[src/rtl/glitch_sequencer.sv]
// Register-bus slave that schedules delayed bursts of single-cycle glitch triggers after a capture trigger edge.
// Optional feature: define GLITCH_SEQ_AUTOREARM_EN to make CTRL bit2 a stored AUTOREARM bit (DONE -> ARMED).
module glitch_sequencer #(
    parameter logic [5:0] REG_ADDR = 6'd56,
    parameter int         DELAY_W  = 24
) (
    input  logic        clk,
    input  logic        reset_i,
    input  logic [5:0]  reg_address,
    input  logic [15:0] reg_bytecnt,
    input  logic [7:0]  reg_datai,
    output logic [7:0]  reg_datao,
    input  logic        reg_read,
    input  logic        reg_write,
    input  logic        reg_addrvalid,
    input  logic [5:0]  reg_hypaddress,
    output logic [15:0] reg_hyplen,
    input  logic        trigger_i,
    output logic        glitch_o,
    output logic        busy_o,
    output logic        done_o
);

    typedef enum logic [2:0] {
        S_IDLE  = 3'd0,
        S_ARMED = 3'd1,
        S_DELAY = 3'd2,
        S_PULSE = 3'd3,
        S_GAP   = 3'd4,
        S_DONE  = 3'd5
    } state_t;

    state_t               state_q, state_d;
    logic                 trig_q;
    logic [7:0]           cfg_count_q, cfg_count_d;
    logic [DELAY_W-1:0]   cfg_delay_q, cfg_delay_d;
    logic [15:0]          cfg_spacing_q, cfg_spacing_d;
    logic [7:0]           wrk_count_q, wrk_count_d;
    logic [DELAY_W-1:0]   wrk_delay_q, wrk_delay_d;
    logic [15:0]          wrk_spacing_q, wrk_spacing_d;
    logic [DELAY_W-1:0]   cnt_q, cnt_d;
    logic [7:0]           rem_q, rem_d;
    logic                 done_flag_q, done_flag_d;
    logic                 overrun_q, overrun_d;
    logic                 count_err_q, count_err_d;
    logic                 autorearm_q, autorearm_d;

    logic                 addr_hit;
    logic                 wr_en;
    logic [2:0]           byte_sel;
    logic                 ctrl_wr;
    logic                 arm;
    logic                 abort;
    logic                 trig_edge;
    logic                 busy;
    logic [7:0]           ctrl_rd;
    logic [7:0]           status_rd;
    logic                 unused_read;

    assign unused_read = reg_read;

    assign addr_hit  = (reg_address == REG_ADDR) && (reg_bytecnt < 16'd8);
    assign wr_en     = reg_write && reg_addrvalid && addr_hit;
    assign byte_sel  = reg_bytecnt[2:0];
    assign ctrl_wr   = wr_en && (byte_sel == 3'd0);
    assign arm       = ctrl_wr && reg_datai[0];
    assign abort     = ctrl_wr && reg_datai[1];
    assign trig_edge = trigger_i && !trig_q;
    assign busy      = (state_q != S_IDLE);

    assign glitch_o   = (state_q == S_PULSE);
    assign done_o     = (state_q == S_DONE);
    assign busy_o     = busy;
    assign reg_hyplen = (reg_hypaddress == REG_ADDR) ? 16'd8 : 16'd0;

`ifdef GLITCH_SEQ_AUTOREARM_EN
    assign ctrl_rd = {5'd0, autorearm_q, 2'd0};
`else
    assign ctrl_rd = 8'd0;
`endif

    assign status_rd = {1'b0, state_q, count_err_q, overrun_q, done_flag_q, busy};

    always_comb begin
        reg_datao = 8'd0;
        if (addr_hit) begin
            case (byte_sel)
                3'd0:    reg_datao = ctrl_rd;
                3'd1:    reg_datao = cfg_count_q;
                3'd2:    reg_datao = cfg_delay_q[7:0];
                3'd3:    reg_datao = cfg_delay_q[15:8];
                3'd4:    reg_datao = cfg_delay_q[23:16];
                3'd5:    reg_datao = cfg_spacing_q[7:0];
                3'd6:    reg_datao = cfg_spacing_q[15:8];
                default: reg_datao = status_rd;
            endcase
        end
    end

    // Configuration bytes are frozen while a burst is in flight.
    always_comb begin
        cfg_count_d   = cfg_count_q;
        cfg_delay_d   = cfg_delay_q;
        cfg_spacing_d = cfg_spacing_q;
        autorearm_d   = autorearm_q;
`ifdef GLITCH_SEQ_AUTOREARM_EN
        if (ctrl_wr) begin
            autorearm_d = reg_datai[2];
        end
`endif
        if (wr_en && !busy) begin
            case (byte_sel)
                3'd1:    cfg_count_d          = reg_datai;
                3'd2:    cfg_delay_d[7:0]     = reg_datai;
                3'd3:    cfg_delay_d[15:8]    = reg_datai;
                3'd4:    cfg_delay_d[23:16]   = reg_datai;
                3'd5:    cfg_spacing_d[7:0]   = reg_datai;
                3'd6:    cfg_spacing_d[15:8]  = reg_datai;
                default: ;
            endcase
        end
    end

    always_comb begin
        state_d       = state_q;
        cnt_d         = cnt_q;
        rem_d         = rem_q;
        wrk_count_d   = wrk_count_q;
        wrk_delay_d   = wrk_delay_q;
        wrk_spacing_d = wrk_spacing_q;
        done_flag_d   = done_flag_q;
        overrun_d     = overrun_q;
        count_err_d   = count_err_q;

        if (trig_edge && (state_q == S_DELAY || state_q == S_PULSE || state_q == S_GAP)) begin
            overrun_d = 1'b1;
        end

        if (abort) begin
            state_d = S_IDLE;
        end else begin
            case (state_q)
                S_IDLE: begin
                    if (arm) begin
                        if (cfg_count_q != 8'd0) begin
                            state_d       = S_ARMED;
                            wrk_count_d   = cfg_count_q;
                            wrk_delay_d   = cfg_delay_q;
                            wrk_spacing_d = cfg_spacing_q;
                            done_flag_d   = 1'b0;
                            overrun_d     = 1'b0;
                            count_err_d   = 1'b0;
                        end else begin
                            count_err_d = 1'b1;
                        end
                    end
                end
                S_ARMED: begin
                    if (trig_edge) begin
                        state_d = S_DELAY;
                        cnt_d   = wrk_delay_q;
                        rem_d   = wrk_count_q;
                    end
                end
                S_DELAY, S_GAP: begin
                    if (cnt_q == '0) begin
                        state_d = S_PULSE;
                    end else begin
                        cnt_d = cnt_q - 1'b1;
                    end
                end
                S_PULSE: begin
                    rem_d = rem_q - 8'd1;
                    if (rem_q == 8'd1) begin
                        state_d = S_DONE;
                    end else begin
                        state_d = S_GAP;
                        cnt_d   = {8'd0, wrk_spacing_q};
                    end
                end
                S_DONE: begin
                    done_flag_d = 1'b1;
                    state_d     = S_IDLE;
`ifdef GLITCH_SEQ_AUTOREARM_EN
                    if (autorearm_q) begin
                        state_d       = S_ARMED;
                        wrk_count_d   = cfg_count_q;
                        wrk_delay_d   = cfg_delay_q;
                        wrk_spacing_d = cfg_spacing_q;
                    end
`endif
                end
                default: state_d = S_IDLE;
            endcase
        end
    end

    always_ff @(posedge clk) begin
        if (reset_i) begin
            state_q       <= S_IDLE;
            trig_q        <= 1'b0;
            cfg_count_q   <= '0;
            cfg_delay_q   <= '0;
            cfg_spacing_q <= '0;
            wrk_count_q   <= '0;
            wrk_delay_q   <= '0;
            wrk_spacing_q <= '0;
            cnt_q         <= '0;
            rem_q         <= '0;
            done_flag_q   <= 1'b0;
            overrun_q     <= 1'b0;
            count_err_q   <= 1'b0;
            autorearm_q   <= 1'b0;
        end else begin
            state_q       <= state_d;
            trig_q        <= trigger_i;
            cfg_count_q   <= cfg_count_d;
            cfg_delay_q   <= cfg_delay_d;
            cfg_spacing_q <= cfg_spacing_d;
            wrk_count_q   <= wrk_count_d;
            wrk_delay_q   <= wrk_delay_d;
            wrk_spacing_q <= wrk_spacing_d;
            cnt_q         <= cnt_d;
            rem_q         <= rem_d;
            done_flag_q   <= done_flag_d;
            overrun_q     <= overrun_d;
            count_err_q   <= count_err_d;
            autorearm_q   <= autorearm_d;
        end
    end

endmodule

[config.mk]
export PLATFORM = sky130hd
export DESIGN_NAME = glitch_sequencer
export DESIGN_NICKNAME = d
export VERILOG_FILES = /design/src/rtl/glitch_sequencer.sv
export SDC_FILE = /design/constraint.sdc
export NUM_CORES = 1
export LEC_CHECK = 0
export BUFFER_PORTS_ARGS = -buffer_cell sky130_fd_sc_hd__buf_4
export CAP_MARGIN = 10
export CORE_MARGIN = 1.5
export CORE_UTILIZATION = 45
export DETAILED_ROUTE_END_ITERATION = 10
export GPL_ROUTABILITY_DRIVEN = 0
export GPL_TIMING_DRIVEN = 0
export HOLD_SLACK_MARGIN = 0.05
export SLEW_MARGIN = 20
export SYNTH_ARGS = -nofsm -noshare
export SYNTH_HDL_FRONTEND = slang
export SYNTH_SLANG_ARGS = --single-unit
[constraint.sdc]
create_clock -name clk -period 2.3 [get_ports clk]
set_input_delay 0.115 -clock clk [delete_from_list [all_inputs] [get_ports clk]]
set_output_delay 0.115 -clock clk [all_outputs]
set_load 0.005 [all_outputs]
==> results of run 1 <==
sequential cells by signal, indices dropped and copies added (netlist names), 3 cells and up:
| signal | count |
|---|---|
| cfg_delay_q | 24 |
| cnt_q | 24 |
| wrk_delay_q | 24 |
| cfg_spacing_q | 16 |
| wrk_spacing_q | 16 |
| cfg_count_q | 8 |
| rem_q | 8 |
| wrk_count_q | 8 |
| state_q | 3 |
cells by family after synthesis:
group,after synthesis,synth area share [%]
and+or+nand+nor,365,25.9
AOI/OAI and AO/OA,194,17.7
DFF,135,40.3
buffers and inverters,80,6.04
muxes,57,8.65
adders and majority gates,4,0.746
xor gates and xnor gates,4,0.634
other,1,0.0559
layout by cell type, fill, tap and decap left out, drive strengths merged, types with 4 or more instances in the layout:
cell and instances:
a211oi 6, a21oi 92, a221oi 15, a22o 5, a22oi 11, and2 4
buf 88, clkbuf 55, conb 15, dfxtp 135, dlygate4sd3 8, ha 4
inv 18, mux2 8, mux2i 49, nand2 152, nand2b 8, nand3 17
nand4 7, nor2 104, nor2b 7, nor3 31, nor4 18, o21ai 35
o22ai 9, xor2 4
final timing paths:
check	end	slack [ns]	depth (start not counted)
min	state_q[1]	0.24	3
max	cnt_q[7]	0.06	9
max reg2reg	cnt_q[7]	0.06	9
min reg2reg	wrk_spacing_q[11]	0.45	2
area by class of cell:
| cell class | instances | area, µm² |
|---|---|---|
| fill | 1350 | 6300 |
| sequential | 135 | 2710 |
| inverter | 11 | 42.5 |
| timing repair buffer | 65 | 508 |
| clock inverter | 14 | 186 |
| multi-input combinational | 639 | 3750 |
| clock buffer | 18 | 429 |
| buffer | 68 | 373 |
| tap | 184 | 230 |
metrics by stage:
stage / power (mW) / worst slack (ns) / util [%] / area, µm² / setup TNS, ns
2_1_floorplan: 2.80 / 0.306 / - / 6760 / 0
3_3_place_gp: 2.99 / -0.226 / 50.7 / 7370 / -2.78
3_5_place_dp: 3.00 / -0.267 / 50.7 / 7370 / -4.05
4_1_cts: 5.87 / -0.0166 / 55.6 / 8090 / -0.0166
5_1_grt: 6.06 / 0.0000719 / 56.6 / 8230 / 0
6_report: 5.87 / 0.0618 / 56.6 / 8230 / 0
where the power goes:
group	internal (mW)	switching, mW
Sequential	2.35	0.0140
Combinational	0.237	0.402
Clock	1.74	1.13
critical path: stages (launching register included):
cell	delay [ns]
dfxtp_1	0.31
buf_2	0.21
inv_2	0.12
nand2_4	0.14
nand3_1	0.16
or4_4	0.58
buf_6	0.16
buf_12	0.15
o21ai_0	0.17
a21oi_1	0.10
per-layer routing:
| layer | vias to the layer above | routed length, µm | GRT usage [%] |
|---|---|---|---|
| met4 | 0 | 534 | 10.5 |
| met2 | 287 | 9410 | 41.5 |
| met1 | 3029 | 9600 | 36.2 |
| met3 | 48 | 1320 | 5.65 |
| li1 | 3123 | - | - |
| met5 | - | 0 | 0 |
timing repair:
item | in CTS | in global routing
hold buffers | 8 | 0
setup buffers | 0 | 7
endpoints found under the hold margin | 43 | 0
pin swaps | 0 | 2
gates resized for setup | 7 | 18
setup endpoints to repair | 45 | 86
==> impl_summary.txt, run 1 <==
----------------------------------------------------
[Clocking]
  Clock tree from TritonCTS ... yes
  Total number of H-tree levels ... 4
  Cts bufs inserted ... 17
  Longest Clk Path Bufs ... 2
  CTS Root Cell ... clkbuf_16
  TritonCTS Sinks ... 135
  Clock-pin slew reported for the worst setup and hold paths after clock tree synthesis ... 0.06 ns
  Clock latency reported for the late side of the worst-skew pair ... approximately 0.43 ns

[Setup path]
  Class of the most critical setup path ... reg2reg
  Required time worst endpoint ... about 2.6 ns
  Type of element launching the critical path ... register
  Worst EP arrival ... 2.53 ns
  Start point of the critical path ... state_q[0]
  Worst Setup End Kind ... register
  Startpoint of the worst register-to-register path ... state_q[0]
  Crit path max fanout ... 10

[STA]
  Final hold violation count ... 0
  Minimum period implied by the final worst setup slack ... 2.24 ns
  Relative slew slack ... between 50 and 60%
  Peak Freq ... 447 MHz
  Worst-margin pin slew ... about 0.67 ns
  Worst slack on hold paths ... 0.238 ns
  Part of the cycle the worst path needs ... 97.3%
  Setup repair after global routing missed its margin ... true
  Number of setup violations in the final report ... 0
  Final slew viol count ... 0
  Worst clock skew on the final layout ... 0.0102 ns

[Route]
  Routed wirelength normalized by instance count ... 18.4 µm
  Aggregate routed wire length ... 20900 µm
  ANT nets after route ... 0
  Drc violations ... 0
  Number of vias per cell ... between 5 and 6
  Count of vias placed by the detailed router ... 6487
  Total iterations of the first detailed-routing run ... 6
  Number of DRC markers in iteration 0 ... 855

[Finish]
  Final net count ... between 900 and 1000
  Antenna Diode Count ... 0
  Growth of design area from synthesis to finish ... 22.6%
  Share of post-route cells with drive strength above 1 ... 17.5%
  Final standard cell count with taps included and fillers excluded ... 1134

[Global route]
  Pin count of the biggest net entering global routing ... 17
  Total routing resource utilization after global routing ... 26.6%
  Global route overflow ... 0
  First-pass GRT wire length ... 32700 µm
  Number of antenna violations at the first check in global routing ... 0
  Vias in the first global route ... about 6100

[Logic synthesis]
  Total number of yosys warnings ... 0
  Synthesized area divided by synthesized cell count ... approximately 8 µm²
  Ranking of synthesized cells by instance count ... nand2_1 (151), dfxtp_1 (135), nor2_1 (101), a21oi_1 (91), mux2i_1 (49)
  Number of register bits inferred by synthesis ... around 140
  Cell types with the largest area share after synthesis ... dfxtp_1 (40%), nand2_1 (8.4%), mux2i_1 (7.3%)
  Cell with the most instances after synthesis ... nand2_1
  Count of flip-flops with a built-in enable after synthesis ... 0
  Library cell with the largest summed area after synthesis ... dfxtp_1
  Synth Instances ... 840
  Distinct cell type count of the synthesized netlist ... 67
  Fraction of the yosys area taken by sequential cells ... approximately 40%
  Post-Syn Area ... 6710 µm²
  Predominant post-synthesis flop cell ... dfxtp_1
  Fraction of synthesis flops using an asynchronous set or reset pin ... 0%
  Share of the synthesized area in the top cell type ... 40.3%

[Pwr]
  Largest voltage drop on the vdd net ... 479 µV
  Pwr dens ... approximately 710 nW/µm²
  Leakage power ... approximately 3.3 nW

[Floorplanning]
  Starting Density ... a little under half
  Die ar. ... 15700 µm²
  CORE AREA ... approximately 15000 µm²
  Die Width ... 125 µm
  Standard-cell rows ... 44
  Die span in y ... 125 µm
  Top Ports ... 69

[Run]
  MaxCap Viol Count ... 0

[Place]
  Post-DP HPWL ... 15600 µm
  Total instance count after detailed placement ... about 1100
  Port Buf Inserts ... 50

[Worst hold path]
  Hold WC Path Type ... in2reg
  Hold Startpoint ... reset_i

[Status]
  Result of the run ... complete, no violations

----------------------------------------------------
Note: power is estimated with default switching activity, not from simulation.
==> run 2, diff against run 1 <==
--- a/config.mk
+++ b/config.mk
@@ -13,6 +13,7 @@
 export GPL_ROUTABILITY_DRIVEN = 0
 export GPL_TIMING_DRIVEN = 0
 export HOLD_SLACK_MARGIN = 0.05
+export SETUP_SLACK_MARGIN = 0.3
 export SLEW_MARGIN = 20
 export SYNTH_ARGS = -nofsm -noshare
 export SYNTH_HDL_FRONTEND = slang
==> run 2 against run 1 <==
First-iteration DRC count is 5.3% higher. Largest cell class unchanged. Die area did not move. Critical path type unchanged. Sequential cell count unchanged.
==> impl_summary.txt, run 2 (synthesis results as in run 1) <==
----------------------------------------------------
[Pwr]
  Part of the power in combinational logic ... 13.1%
  Switching fraction of total power ... between 20% and 30%
  Internal power consumption ... 4.41 mW
  Largest voltage drop on the vdd net ... 482 µV
  Leakage power ... 3.63 nW
  Switching power ... roughly 1.6 mW
  Relative contribution of the clock network to total power ... between 40 and 50%
  Sequential fraction of design power ... approximately two fifths
  Pwr dens ... about 680 nW/µm²

[Setup path]
  Class of the most critical setup path ... reg2reg
  Crit path max fanout ... 6
  Type of element launching the critical path ... register
  CP max stage cell ... or4_4
  Required time worst endpoint ... 2.58 ns
  Worst Setup End Kind ... register
  Start point of the critical path ... rem_q[3]
  Chain of cells forming the critical path ... or4_4, nor4_4, o21a_1, buf_6, nor4_4, buf_6, buf_8, nor2_1, nor3_1
  Critical path's largest stage delay ... 0.56 ns
  Worst EP arrival ... 2.36 ns
  Startpoint of the worst register-to-register path ... rem_q[3]

[STA]
  Number of setup violations in the final report ... 0
  Final slew viol count ... 0
  Worst clock skew on the final layout ... just over 0.01 ns
  Worst-margin pin slew ... slightly below 0.7 ns
  Minimum period implied by the final worst setup slack ... a little over 2 ns
  Final hold violation count ... 0
  Setup repair after global routing missed its margin ... true
  Relative slew slack ... 54.1%
  Peak Freq ... 481 MHz
  Part of the cycle the worst path needs ... 90.4%
  Worst slack on hold paths ... 0.241 ns

[Route]
  Total iterations of the first detailed-routing run ... 5
  Count of vias placed by the detailed router ... 6738
  Number of DRC markers in iteration 0 ... 900
  ANT nets after route ... 0
  Aggregate routed wire length ... 22200 µm
  Drc violations ... 0
  Routed wirelength normalized by instance count ... 19.1 µm
  Number of vias per cell ... between 5 and 6

[Clocking]
  Cts bufs inserted ... 17
  Clock-pin slew reported for the worst setup and hold paths after clock tree synthesis ... 0.06 ns
  Clock tree from TritonCTS ... yes
  Total number of H-tree levels ... 4
  CTS Root Cell ... clkbuf_16
  Clock latency reported for the late side of the worst-skew pair ... 0.43 ns
  Longest Clk Path Bufs ... 2
  TritonCTS Sinks ... 135

[Finish]
  Sequential cell area ... about 2700 µm²
  Registers with the highest flip-flop counts ... cfg_delay_q: 24 flops, cnt_q: 24 flops, wrk_delay_q: 24 flops
  Top library cells by usage in the layout, fill and taps aside ... nand2_1 (141), dfxtp_1 (127), nor2_1 (101)
  Area of the multi-input gates ... 4060 µm²
  Share of post-route cells with drive strength above 1 ... 25.5%
  Final net count ... 1009
  Growth of design area from synthesis to finish ... 32.6%
  Final Util ... 61.2%
  Antenna Diode Count ... 0
  Most common cell after layout, fill and taps aside ... nand2_1
  Filler Cells Inserted ... 1254

[Status]
  Result of the run ... complete, no violations

[Global route]
  Global route overflow ... 0
  Pin count of the biggest net entering global routing ... 17
  First-pass GRT wire length ... between 30000 and 40000 µm
  Total routing resource utilization after global routing ... 27.6%
  Number of antenna violations at the first check in global routing ... 0
  Vias in the first global route ... 6370

[Floorplanning]
  Starting Density ... 46.2%
  CORE AREA ... 14500 µm²
  Die ar. ... 15700 µm²
  Standard-cell rows ... between 40 and 50
  Die Width ... 125 µm
  Top Ports ... 69
  Die span in y ... 125 µm

[Place]
  Post-DP HPWL ... 15600 µm
  Port Buf Inserts ... 50

[Run]
  MaxCap Viol Count ... 0

[Worst hold path]
  Hold Startpoint ... reset_i
  Hold WC Path Type ... in2reg

----------------------------------------------------
==> run 2: cell types whose count changed in the layout (fill, tap and decap cells not counted), moves of 5 or more <==
cell and change:
clkbuf_1 -5, a21oi_1 -6, buf_4 +14, o21ai_2 +14
dfxtp_1 -6, o21ai_0 -16, clkbuf_2 +5, a21oi_2 +6
buf_6 +9, nand2_1 -9, nand2_2 +5
==> run 2: final cells by class <==
class                           count  area share [%]
Sequential cell                   135            30.6
Tap cell                          184            2.59
Timing Repair Buffer               90            8.68
Clock buffer                       18            4.82
Buffer                             69            5.12
Clock inverter                     14            2.10
Inverter                           11           0.520
Multi-Input combinational cell    639            45.6
==> run 2: path summary, 6_finish.rpt <==
path / slack, ns / cells after the start / to
setup / recovery: 0.22 / 9 / cnt_q[18]
hold / removal: 0.24 / 3 / state_q[1]
setup reg to reg: 0.22 / 9 / cnt_q[18]
hold reg to reg: 0.45 / 2 / wrk_spacing_q[11]
==> run 2: power groups by stage <==
stage / clock network (mW) / registers [mW] / logic [mW]
finish: 2.88 / 2.37 / 0.793
global route: 3.01 / 2.37 / 0.837
CTS: 2.90 / 2.37 / 0.689
detailed placement: 0 / 2.42 / 0.585
global placement: 0 / 2.41 / 0.578
floorplan: 0 / 2.41 / 0.389
==> run 2: what timing repair did <==
action                     CTS  global route
hold buffers                 8             0
setup buffers               16            12
gates resized for setup     66            88
cloned                       2             2
setup endpoints to repair  137            95
pin swaps                   18            21
hold endpoints to repair    43             0
==> run 2: per-stage QoR <==
step | instances | setup WS (ns) | total power, mW | instance area, µm² | setup TNS, ns
2_1_floorplan | 854 | 0.306 | 2.80 | 6760 | 0
3_3_place_gp | 1088 | -0.226 | 2.99 | 7370 | -2.78
3_5_place_dp | 1088 | -0.267 | 3.00 | 7370 | -4.05
4_1_cts | 1146 | 0.200 | 5.96 | 8470 | 0
5_1_grt | 1160 | 0.180 | 6.21 | 8900 | 0
6_report | 1160 | 0.221 | 6.04 | 8900 | 0
==> run 2: routing by layer <==
metal / global-route usage [%] / part of all wire (%) / vias up
met4: 12.1 / 3.5 / 0
li1: - / - / 3182
met1: 36.8 / 43 / 3157
met2: 43.3 / 46 / 334
met5: 0 / 0 / -
met3: 5.61 / 7.1 / 65
==> run 2: worst max-delay path, delay by kind of cell (launching register included) <==
| family | cells | cell delay [ns] |
|---|---|---|
| flip-flops | 1 | 0.33 |
| AO/OA/AOI/OAI | 1 | 0.20 |
| AND/OR/NAND/NOR | 5 | 0.97 |
| buffers and inverters | 3 | 0.43 |
